[src/rtl/axis_pixel_bram_writer_pkg.sv]
// axis_pixel_pkg: shared lane geometry, direction indices and FSM states for the pixel BRAM writer
package axis_pixel_pkg;
  localparam int LANE_W = 16;
  localparam int NUM_LANES = 9;
  localparam int BEAT_W = NUM_LANES * LANE_W;
  localparam int LANE_C0 = 0;
  localparam int LANE_N = 1;
  localparam int LANE_NE = 2;
  localparam int LANE_E = 3;
  localparam int LANE_SE = 4;
  localparam int LANE_S = 5;
  localparam int LANE_SW = 6;
  localparam int LANE_W_DIR = 7;
  localparam int LANE_NW = 8;
  typedef enum logic [1:0] {IDLE, RECV, DRAIN, DONE} state_e;
endpackage

[src/rtl/axis_pixel_bram_writer_if.sv]
// axis_pixel_bram_writer_if: AXI-Stream beat bus carrying nine packed lattice lanes
interface axis_pixel_bram_writer_if;
  import axis_pixel_pkg::*;
  logic tvalid;
  logic tready;
  logic [BEAT_W-1:0] tdata;
  logic [BEAT_W/8-1:0] tstrb;
  logic tlast;
  modport master (output tvalid, tdata, tstrb, tlast, input tready);
  modport slave (input tvalid, tdata, tstrb, tlast, output tready);
endinterface

[src/rtl/axis_pixel_bram_writer.sv]
// axis_pixel_bram_writer: AXIS slave writing each beat's nine lanes to direction BRAMs at sequential addresses
module axis_pixel_bram_writer
  import axis_pixel_pkg::*;
#(
  parameter int DATA_WIDTH = LANE_W,
  parameter int DEPTH = 2500,
  parameter int ADDRESS_WIDTH = 12
) (
  input  logic s00_axis_aclk,
  input  logic s00_axis_areset,
  input  logic frame_arm,
  axis_pixel_bram_writer_if.slave s00_axis,
  output logic [ADDRESS_WIDTH-1:0] wr_addr,
  output logic [NUM_LANES-1:0] wr_en,
  output logic [BEAT_W-1:0] wr_data,
  output logic busy,
  output logic frame_done,
  output logic frame_err,
  output logic [ADDRESS_WIDTH:0] beat_count
);
  localparam int SB = DATA_WIDTH / 8;
  localparam logic [ADDRESS_WIDTH:0] LAST = (ADDRESS_WIDTH + 1)'(DEPTH - 1);
  state_e state_q;
  logic tready_q, done_q, err_q;
  logic [NUM_LANES-1:0] wr_en_q, lane_full, lane_part;
  logic [ADDRESS_WIDTH-1:0] wr_addr_q;
  logic [BEAT_W-1:0] wr_data_q;
  logic [ADDRESS_WIDTH:0] count_q;
  logic hs;
  // a lane is written only with both byte strobes; a half strobe is a framing error
  for (genvar k = 0; k < NUM_LANES; k++) begin : g_lane
    assign lane_full[k] = &s00_axis.tstrb[k*SB +: SB];
    assign lane_part[k] = |s00_axis.tstrb[k*SB +: SB] && !lane_full[k];
  end
  assign hs = s00_axis.tvalid && tready_q;
  always_ff @(posedge s00_axis_aclk) begin
    if (s00_axis_areset) begin
      state_q <= IDLE;
      tready_q <= 1'b0;
      done_q <= 1'b0;
      err_q <= 1'b0;
      wr_en_q <= '0;
      wr_addr_q <= '0;
      wr_data_q <= '0;
      count_q <= '0;
    end else begin
      wr_en_q <= '0;
      done_q <= 1'b0;
      case (state_q)
        IDLE: if (frame_arm) begin
          state_q <= RECV;
          tready_q <= 1'b1;
          count_q <= '0;
          err_q <= 1'b0;
        end
        RECV: if (hs) begin
          wr_addr_q <= count_q[ADDRESS_WIDTH-1:0];
          wr_data_q <= s00_axis.tdata;
          wr_en_q <= lane_full;
          count_q <= count_q + 1'b1;
          if (|lane_part || (s00_axis.tlast != (count_q == LAST))) err_q <= 1'b1;
          if (s00_axis.tlast) begin
            state_q <= DONE;
            tready_q <= 1'b0;
            done_q <= 1'b1;
          end else if (count_q == LAST) state_q <= DRAIN;
        end
        // count already sits at DEPTH here; surplus beats are swallowed until tlast
        DRAIN: if (hs && s00_axis.tlast) begin
          state_q <= DONE;
          tready_q <= 1'b0;
          done_q <= 1'b1;
        end
        default: state_q <= IDLE;
      endcase
    end
  end
  assign s00_axis.tready = tready_q;
  assign wr_addr = wr_addr_q;
  assign wr_en = wr_en_q;
  assign wr_data = wr_data_q;
  assign busy = state_q == RECV || state_q == DRAIN;
  assign frame_done = done_q;
  assign frame_err = err_q;
  assign beat_count = count_q;
endmodule

[src/flat_wrapper.sv]
// flat-port wrapper written by rule: the top's interface ports become plain ports
module axis_pixel_bram_writer_flat import axis_pixel_pkg::*;
#(
  parameter int DATA_WIDTH = LANE_W,
  parameter int DEPTH = 2500,
  parameter int ADDRESS_WIDTH = 12
)
  (s00_axis_aclk, s00_axis_areset, frame_arm, wr_addr, wr_en, wr_data, busy, frame_done, frame_err, beat_count, s00_axis_tvalid, s00_axis_tdata, s00_axis_tstrb, s00_axis_tlast, s00_axis_tready);
  axis_pixel_bram_writer_if s00_axis_i ();
  input  logic s00_axis_aclk;
  input  logic s00_axis_areset;
  input  logic frame_arm;
  output logic [ADDRESS_WIDTH-1:0] wr_addr;
  output logic [NUM_LANES-1:0] wr_en;
  output logic [BEAT_W-1:0] wr_data;
  output logic busy;
  output logic frame_done;
  output logic frame_err;
  output logic [ADDRESS_WIDTH:0] beat_count;
  input wire logic [$bits(s00_axis_i.tvalid)-1:0] s00_axis_tvalid;
  input wire logic [$bits(s00_axis_i.tdata)-1:0] s00_axis_tdata;
  input wire logic [$bits(s00_axis_i.tstrb)-1:0] s00_axis_tstrb;
  input wire logic [$bits(s00_axis_i.tlast)-1:0] s00_axis_tlast;
  output wire logic [$bits(s00_axis_i.tready)-1:0] s00_axis_tready;
  assign s00_axis_i.tvalid = s00_axis_tvalid;
  assign s00_axis_i.tdata = s00_axis_tdata;
  assign s00_axis_i.tstrb = s00_axis_tstrb;
  assign s00_axis_i.tlast = s00_axis_tlast;
  assign s00_axis_tready = s00_axis_i.tready;
  axis_pixel_bram_writer #(.DATA_WIDTH(DATA_WIDTH), .DEPTH(DEPTH), .ADDRESS_WIDTH(ADDRESS_WIDTH)) u_core (.s00_axis_aclk(s00_axis_aclk), .s00_axis_areset(s00_axis_areset), .frame_arm(frame_arm), .s00_axis(s00_axis_i), .wr_addr(wr_addr), .wr_en(wr_en), .wr_data(wr_data), .busy(busy), .frame_done(frame_done), .frame_err(frame_err), .beat_count(beat_count));
endmodule
[config.mk]
export PLATFORM = sky130hd
export DESIGN_NAME = axis_pixel_bram_writer_flat
export DESIGN_NICKNAME = d
export VERILOG_FILES = /design/src/rtl/axis_pixel_bram_writer_pkg.sv /design/src/rtl/axis_pixel_bram_writer_if.sv /design/src/rtl/axis_pixel_bram_writer.sv /design/src/flat_wrapper.sv
export SDC_FILE = /design/constraint.sdc
export NUM_CORES = 1
export LEC_CHECK = 0
export ABC_CLOCK_PERIOD_IN_PS = 2400
export BUFFER_PORTS_ARGS = -buffer_cell sky130_fd_sc_hd__buf_2
export CORE_MARGIN = 4
export CORE_UTILIZATION = 31
export CTS_BUF_LIST = sky130_fd_sc_hd__clkbuf_4 sky130_fd_sc_hd__clkbuf_8 sky130_fd_sc_hd__clkbuf_16
export CTS_CLUSTER_SIZE = 28
export DETAILED_ROUTE_END_ITERATION = 8
export PLACE_DENSITY_LB_ADDON = 0.12
export SLEW_MARGIN = 40
export SYNTH_ARGS = -nofsm -noshare
export SYNTH_HDL_FRONTEND = slang
export SYNTH_SLANG_ARGS = --single-unit
[constraint.sdc]
create_clock -name s00_axis_aclk -period 2.4 [get_ports s00_axis_aclk]
set_input_delay 0.12 -clock s00_axis_aclk [delete_from_list [all_inputs] [get_ports s00_axis_aclk]]
set_output_delay 0.12 -clock s00_axis_aclk [all_outputs]
set_load 0.05 [all_outputs]
==> impl_metrics.json, run 1 <==
{
  "startpoint": "u_core.state_q[0]",
  "syn-cell-area_sq_um": 6670,
  "skew_ns": 0.00764,
  "fmax_ghz": 0.450,
  "worst_ep_required_time_ns": 2.75,
  "p_total_w": 0.00788,
  "route.vias.total": 7205,
  "synthTopCellsByArea": "dfxtp_1, nand2_1, a21oi_1, clkbuf_1, ha_1",
  "yosysTopAreaCellShare_pct": 54.9,
  "viasPerCell": 4.53,
  "rsz0062_at_grt": "false",
  "postRouteWirelength_mm": 23.3,
  "clk_latency_ns": 0.42,
  "hold_path.class": "input port to flip-flop",
  "gp_congestion": 0.799,
  "final_core_util_pct": 51.3,
  "cts_tree": "built",
  "yosys_warnings": 0,
  "synth-main-ff-cell": "dfxtp_1",
  "rr_worst_depth": 6,
  "dp_hpwl_mm": 15.7,
  "whs_endpoint": "u_core.wr_en[8]",
  "antennaDiodeCount": 0,
  "worst_slew_pin_slew_ns": 0.472,
  "max_slew_margin_pct": 68.5,
  "dieArea_sq_um": 23900,
  "setup_violations": 0,
  "io_buffers": 348,
  "grt_max_degree": 84,
  "drive_above_1_share_pct": 31.0,
  "ios": 349,
  "crit_type": "flip-flop to flip-flop",
  "area_growth_pct": 62.1,
  "synth.net_count": 1011,
  "yosysSeqAreaShare_pct": 54.9,
  "postCtsSetupBuffers": 0,
  "cpPeakStageDelay_ns": 0.61,
  "critPathArrivalTime_ns": 2.58,
  "cts_buffer_depth": 2,
  "rows": 53,
  "rr_endpoint": "u_core.beat_count[12]",
  "worstHoldStart": "s00_axis_tstrb[17]",
  "gr-total-overflow": 0,
  "grt_pass1_vias": 7202,
  "ff2ff_setup_slack_ns": 0.18,
  "critPathMaxFanout": 11,
  "post-route-period-util_pct": 92.6,
  "die_h_um": 155,
  "vdd_drop_max_v": 0.000438,
  "p_per_area_nw_per_um2": 729,
  "core_sq_um": 21100,
  "syn_inst": 830,
  "synthArstFlopShare_pct": 0,
  "leakage_nw": 4.77,
  "wl_per_cell_um": 14.7,
  "crit_path_start_kind": "flip-flop",
  "clock-sinks": 183,
  "synth_edf_count": 0,
  "ys_types": 37,
  "slowest_stage": "or4_4",
  "ant_nets": 0,
  "synthTopCellsByCount": "nand2_1, dfxtp_1, a21oi_1",
  "drtPass1Iterations": 4,
  "synth_area_leader_cell": "dfxtp_1",
  "endpoint_kind": "flip-flop",
  "maxSlewViolCount": 0,
  "synth.most_common_cell": "nand2_1",
  "clk_pin_slew_ns": 0.07,
  "hold-path-cell-count": 3,
  "num-nets-final": 1483,
  "numCtsBuffers": 17,
  "tns_ns": 0,
  "synth.avg_cell_area_sq_um": 8.03,
  "track_usage_pct": 18.8,
  "dieWidth_um": 155,
  "grt_pass1_wl_mm": 37.0,
  "initial_utilization_pct": 31.6,
  "path_cells": "inv_1 > ha_1 > nor2b_1 > or4_4 > or4_1 > a21oi_1",
  "cts-htree-levels": 4,
  "maxCapViolCount": 0,
  "drc": 0,
  "place_inst": 1414,
  "hold_viol": 0,
  "antenna_found_initial": 0,
  "drt_iter0_drc": 478,
  "synth-seq-cells": 183,
  "outcome": "finished, final reports clean",
  "cts_root_buffer": "clkbuf_16",
  "r2r-start": "u_core.state_q[0]",
  "finalNonFillerCells": 1589,
  "period_minus_slack_ns": 2.22
}
-- area by class of cell --
type                            count  area, sq um
Timing Repair Buffer              510         3380
Clock buffer                       19          453
Sequential cell                   183         3660
Tap cell                          275          344
Multi-Input combinational cell    585         2780
Fill cell                        2039        10300
Inverter                            5         18.8
Clock inverter                     12          164
-- through the flow --
step	cell area [sq um]	hold WS (ns)	worst slack (ns)
after floorplan	6670	0.256	0.182
after global placement	8750	0.360	0.0943
after detailed placement	8750	0.366	0.0500
after CTS	10800	0.00342	0.0126
after global routing	10800	0.0326	0.0348
final	10800	0.0233	0.178
-- worst max path at each step --
stage,endpoint,slack (ns)
after global placement,u_core.beat_count[9],0.09
final,u_core.beat_count[12],0.18
after floorplan,u_core.beat_count[10],0.18
after detailed placement,u_core.beat_count[9],0.05
after global routing,u_core.beat_count[5],0.03
after CTS,u_core.beat_count[5],0.01
-- state kept, by name (all words and copies together) (netlist names) --
register,flops
u_core.s00_axis.tready,1
u_core.beat_count,13
u_core.state_q,2
u_core.wr_en,9
u_core.wr_data,144
u_core.frame_err,1
u_core.frame_done,1
u_core.wr_addr,12
-- placed cells by master (no fill, tap or decap), types with 3 or more instances in the layout --
master	n
a21oi_1	168
and2_1	10
buf_12	5
buf_2	347
buf_4	14
bufinv_16	3
clkbuf_16	17
dfxtp_1	183
dlygate4sd3_1	144
ha_1	14
inv_1	5
inv_6	4
nand2_1	318
nand3_1	7
nand4_1	3
nor2_1	10
nor3_1	6
nor4_1	3
o21ai_0	3
o31ai_1	6
or3_1	4
or4_1	5
-- timing repair --
| item | in CTS | in global routing |
|---|---|---|
| gates resized for setup | 0 | 1 |
| hold buffers | 144 | 0 |
| hold endpoints to repair | 144 | 0 |
| setup endpoints to repair | 0 | 8 |
-- cell families (layout without fill, tap and decap cells) --
family	after synthesis	after routing	share of synthesized area, %
and+or+nand+nor	381	381	23.5
AOI/OAI and AO/OA	185	185	14.5
DFF	183	183	54.9
buffers and inverters	62	546	3.64
adders and majority gates	14	14	2.63
muxes	3	3	0.469
xor gates and xnor gates	2	2	0.263
-- power breakdown --
part	total [W]	internal (W)	switching, W	leakage [nW]
registers	0.00324	0.00317	0.0000673	1.48
logic	0.00170	0.000619	0.00108	2.99
clock network	0.00295	0.00171	0.00123	0.307
total	0.00788	0.00550	0.00238	4.77
-- layer usage --
metal  track usage [%]  part of all wire, %  routed length [um]  vias to the layer above
met5                 0                    0                   0                        -
met4              7.53                  3.0                 709                        0
met3              6.41                  8.5                1980                       43
met2              31.2                   48               11100                      245
met1              22.3                   41                9500                     3250
li1                  -                    -                   -                     3667
-- critical path, delay by kind of cell (launching register included) --
kind / cells / cell delay, ns
and+or+nand+nor: 3 / 1.29
AOI/OAI and AO/OA: 1 / 0.15
adders and majority gates: 1 / 0.26
DFF: 1 / 0.36
buffers and inverters: 1 / 0.08
Note: power is estimated with default switching activity, not from simulation.
==> run 2: changes to the inputs <==
--- a/config.mk
+++ b/config.mk
@@ -6,12 +6,12 @@
 export NUM_CORES = 1
 export LEC_CHECK = 0
 export ABC_CLOCK_PERIOD_IN_PS = 2400
-export BUFFER_PORTS_ARGS = -buffer_cell sky130_fd_sc_hd__buf_2
 export CORE_MARGIN = 4
-export CORE_UTILIZATION = 31
+export CORE_UTILIZATION = 40
 export CTS_BUF_LIST = sky130_fd_sc_hd__clkbuf_4 sky130_fd_sc_hd__clkbuf_8 sky130_fd_sc_hd__clkbuf_16
 export CTS_CLUSTER_SIZE = 28
 export DETAILED_ROUTE_END_ITERATION = 8
+export DONT_BUFFER_PORTS = 1
 export PLACE_DENSITY_LB_ADDON = 0.12
 export SLEW_MARGIN = 40
 export SYNTH_ARGS = -nofsm -noshare
==> impl_metrics.json, run 2 (synthesized netlist as in run 1, its figures left out) <==
{
  "die_h_um": 137,
  "hold_viol": 0,
  "cts_root_buffer": "clkbuf_16",
  "max_slew_margin_pct": 59.0,
  "drive_above_1_share_pct": 7.15,
  "io_buffers": 0,
  "maxCapViolCount": 0,
  "crit_type": "flip-flop to flip-flop",
  "grt_pass1_wl_mm": 32.1,
  "final_common_cell": "nand2_1",
  "worst_slew_pin_slew_ns": 0.615,
  "hold-path-cell-count": 3,
  "dieArea_sq_um": 18800,
  "place_inst": 1009,
  "leakage_nw": 3.39,
  "gr-total-overflow": 0,
  "crit_family": "buffers and inverters",
  "multiInputGateArea_sq_um": 2790,
  "path_cells": "inv_1 > ha_2 > buf_6 > and3_4 > buf_16 > nand2_1 > a21oi_1 > dlygate4sd3_1",
  "rsz0062_at_grt": "false",
  "setup_violations": 0,
  "clock-sinks": 183,
  "vdd_drop_max_v": 0.000533,
  "endpoint_kind": "flip-flop",
  "route.vias.total": 6430,
  "grt_pass1_vias": 6315,
  "cts_buffer_depth": 2,
  "fmax_ghz": 0.433,
  "post-route-period-util_pct": 96.1,
  "clk_pin_slew_ns": 0.07,
  "period_minus_slack_ns": 2.31,
  "hold_path.class": "input port to flip-flop",
  "critPathMaxFanout": 94,
  "final_cell_mix": "nand2_1, dfxtp_1, dlygate4sd3_1",
  "num-nets-final": 1175,
  "drt_iter0_drc": 341,
  "rr_worst_depth": 8,
  "ant_nets": 0,
  "slowest_stage": "dlygate4sd3_1",
  "grt_max_degree": 126,
  "dpl_cell_area_sq_um": 6920,
  "postRouteWirelength_mm": 22.1,
  "maxSlewViolCount": 0,
  "cpPeakStageDelay_ns": 0.57,
  "outcome": "finished, final reports clean",
  "p_per_area_nw_per_um2": 787,
  "ios": 349,
  "skew_ns": 0.00960,
  "drc": 0,
  "wl_per_cell_um": 18.0,
  "critPathArrivalTime_ns": 2.67,
  "area_growth_pct": 40.2,
  "finalNonFillerCells": 1223,
  "antennaDiodeCount": 0,
  "crit_path_start_kind": "flip-flop",
  "drtPass1Iterations": 6,
  "cts_tree": "built",
  "dp_hpwl_mm": 13.6,
  "cts-htree-levels": 4,
  "clk_latency_ns": 0.42,
  "viasPerCell": 5.26,
  "antenna_found_initial": 0,
  "track_usage_pct": 21.6,
  "numCtsBuffers": 17,
  "initial_utilization_pct": 41.4,
  "dieWidth_um": 137,
  "path_depth": 8,
  "final_cell_area_sq_um": 9350,
  "largest_reg_flops": 144,
  "tns_ns": 0,
  "critPathBufInv": 4,
  "fill_cells": 1359,
  "rows": 46,
  "gp_congestion": 0.810,
  "worst_ep_required_time_ns": 2.76,
  "regArea_sq_um": 3670,
  "core_sq_um": 16100
}
-- run 2: routing by layer --
layer | global-route usage, % | vias to the layer above | wire, um
met5 | 0 | - | 0
met4 | 8.31 | 0 | 625
met3 | 7.76 | 53 | 2260
met2 | 38.1 | 344 | 11200
met1 | 23.6 | 2975 | 8000
li1 | - | 3058 | -
-- run 2: power breakdown --
part / switching [W] / internal, W / total (W)
sequential: 0.000500 / 0.00317 / 0.00367
combinational: 0.000588 / 0.000493 / 0.00108
clock: 0.00117 / 0.00144 / 0.00260
total: 0.00226 / 0.00510 / 0.00736
-- run 2: timing repair --
action,4_1_cts,5_1_grt
setup endpoints to repair,0,44
gates resized for setup,0,10
hold buffers,176,0
endpoints found under the hold margin,172,0
setup buffers,0,4
-- run 2: final cells by class --
cell class	count	share of cell area, %
inverter	5	0.201
sequential	183	39.2
multi-input combinational	586	29.9
tap	216	2.89
clock inverter	10	0.749
timing repair buffer	201	21.9
clock buffer	22	5.15
-- run 2: worst register-to-register path, cell delays in order (launching register included) --
cell,delay [ns]
dfxtp_2,0.34
inv_1,0.08
ha_2,0.21
buf_6,0.15
and3_4,0.23
buf_16,0.28
nand2_1,0.24
a21oi_1,0.16
dlygate4sd3_1,0.57
-- run 2: worst paths after layout --
| check | start | slack [ns] | to |
|---|---|---|---|
| setup / recovery | u_core.state_q[1] | 0.09 | u_core.wr_data[106] |
| hold / removal | s00_axis_tlast | 0.03 | u_core.frame_err |
| setup reg to reg | u_core.state_q[1] | 0.09 | u_core.wr_data[106] |
| hold reg to reg | u_core.state_q[1] | 0.49 | u_core.state_q[1] |
-- run 2: through the flow --
step | hold WS (ns) | utilization (%) | setup WS, ns | total power (W)
after CTS | 0.00956 | 57.4 | 0.0204 | 0.00736
final | 0.0278 | 58.0 | 0.0926 | 0.00736
after floorplan | 0.256 | - | 0.182 | 0.00433
after global placement | 0.201 | 42.9 | 0.180 | 0.00446
after detailed placement | 0.203 | 42.9 | 0.108 | 0.00449
after global routing | 0.0344 | 58.0 | 0.00728 | 0.00766
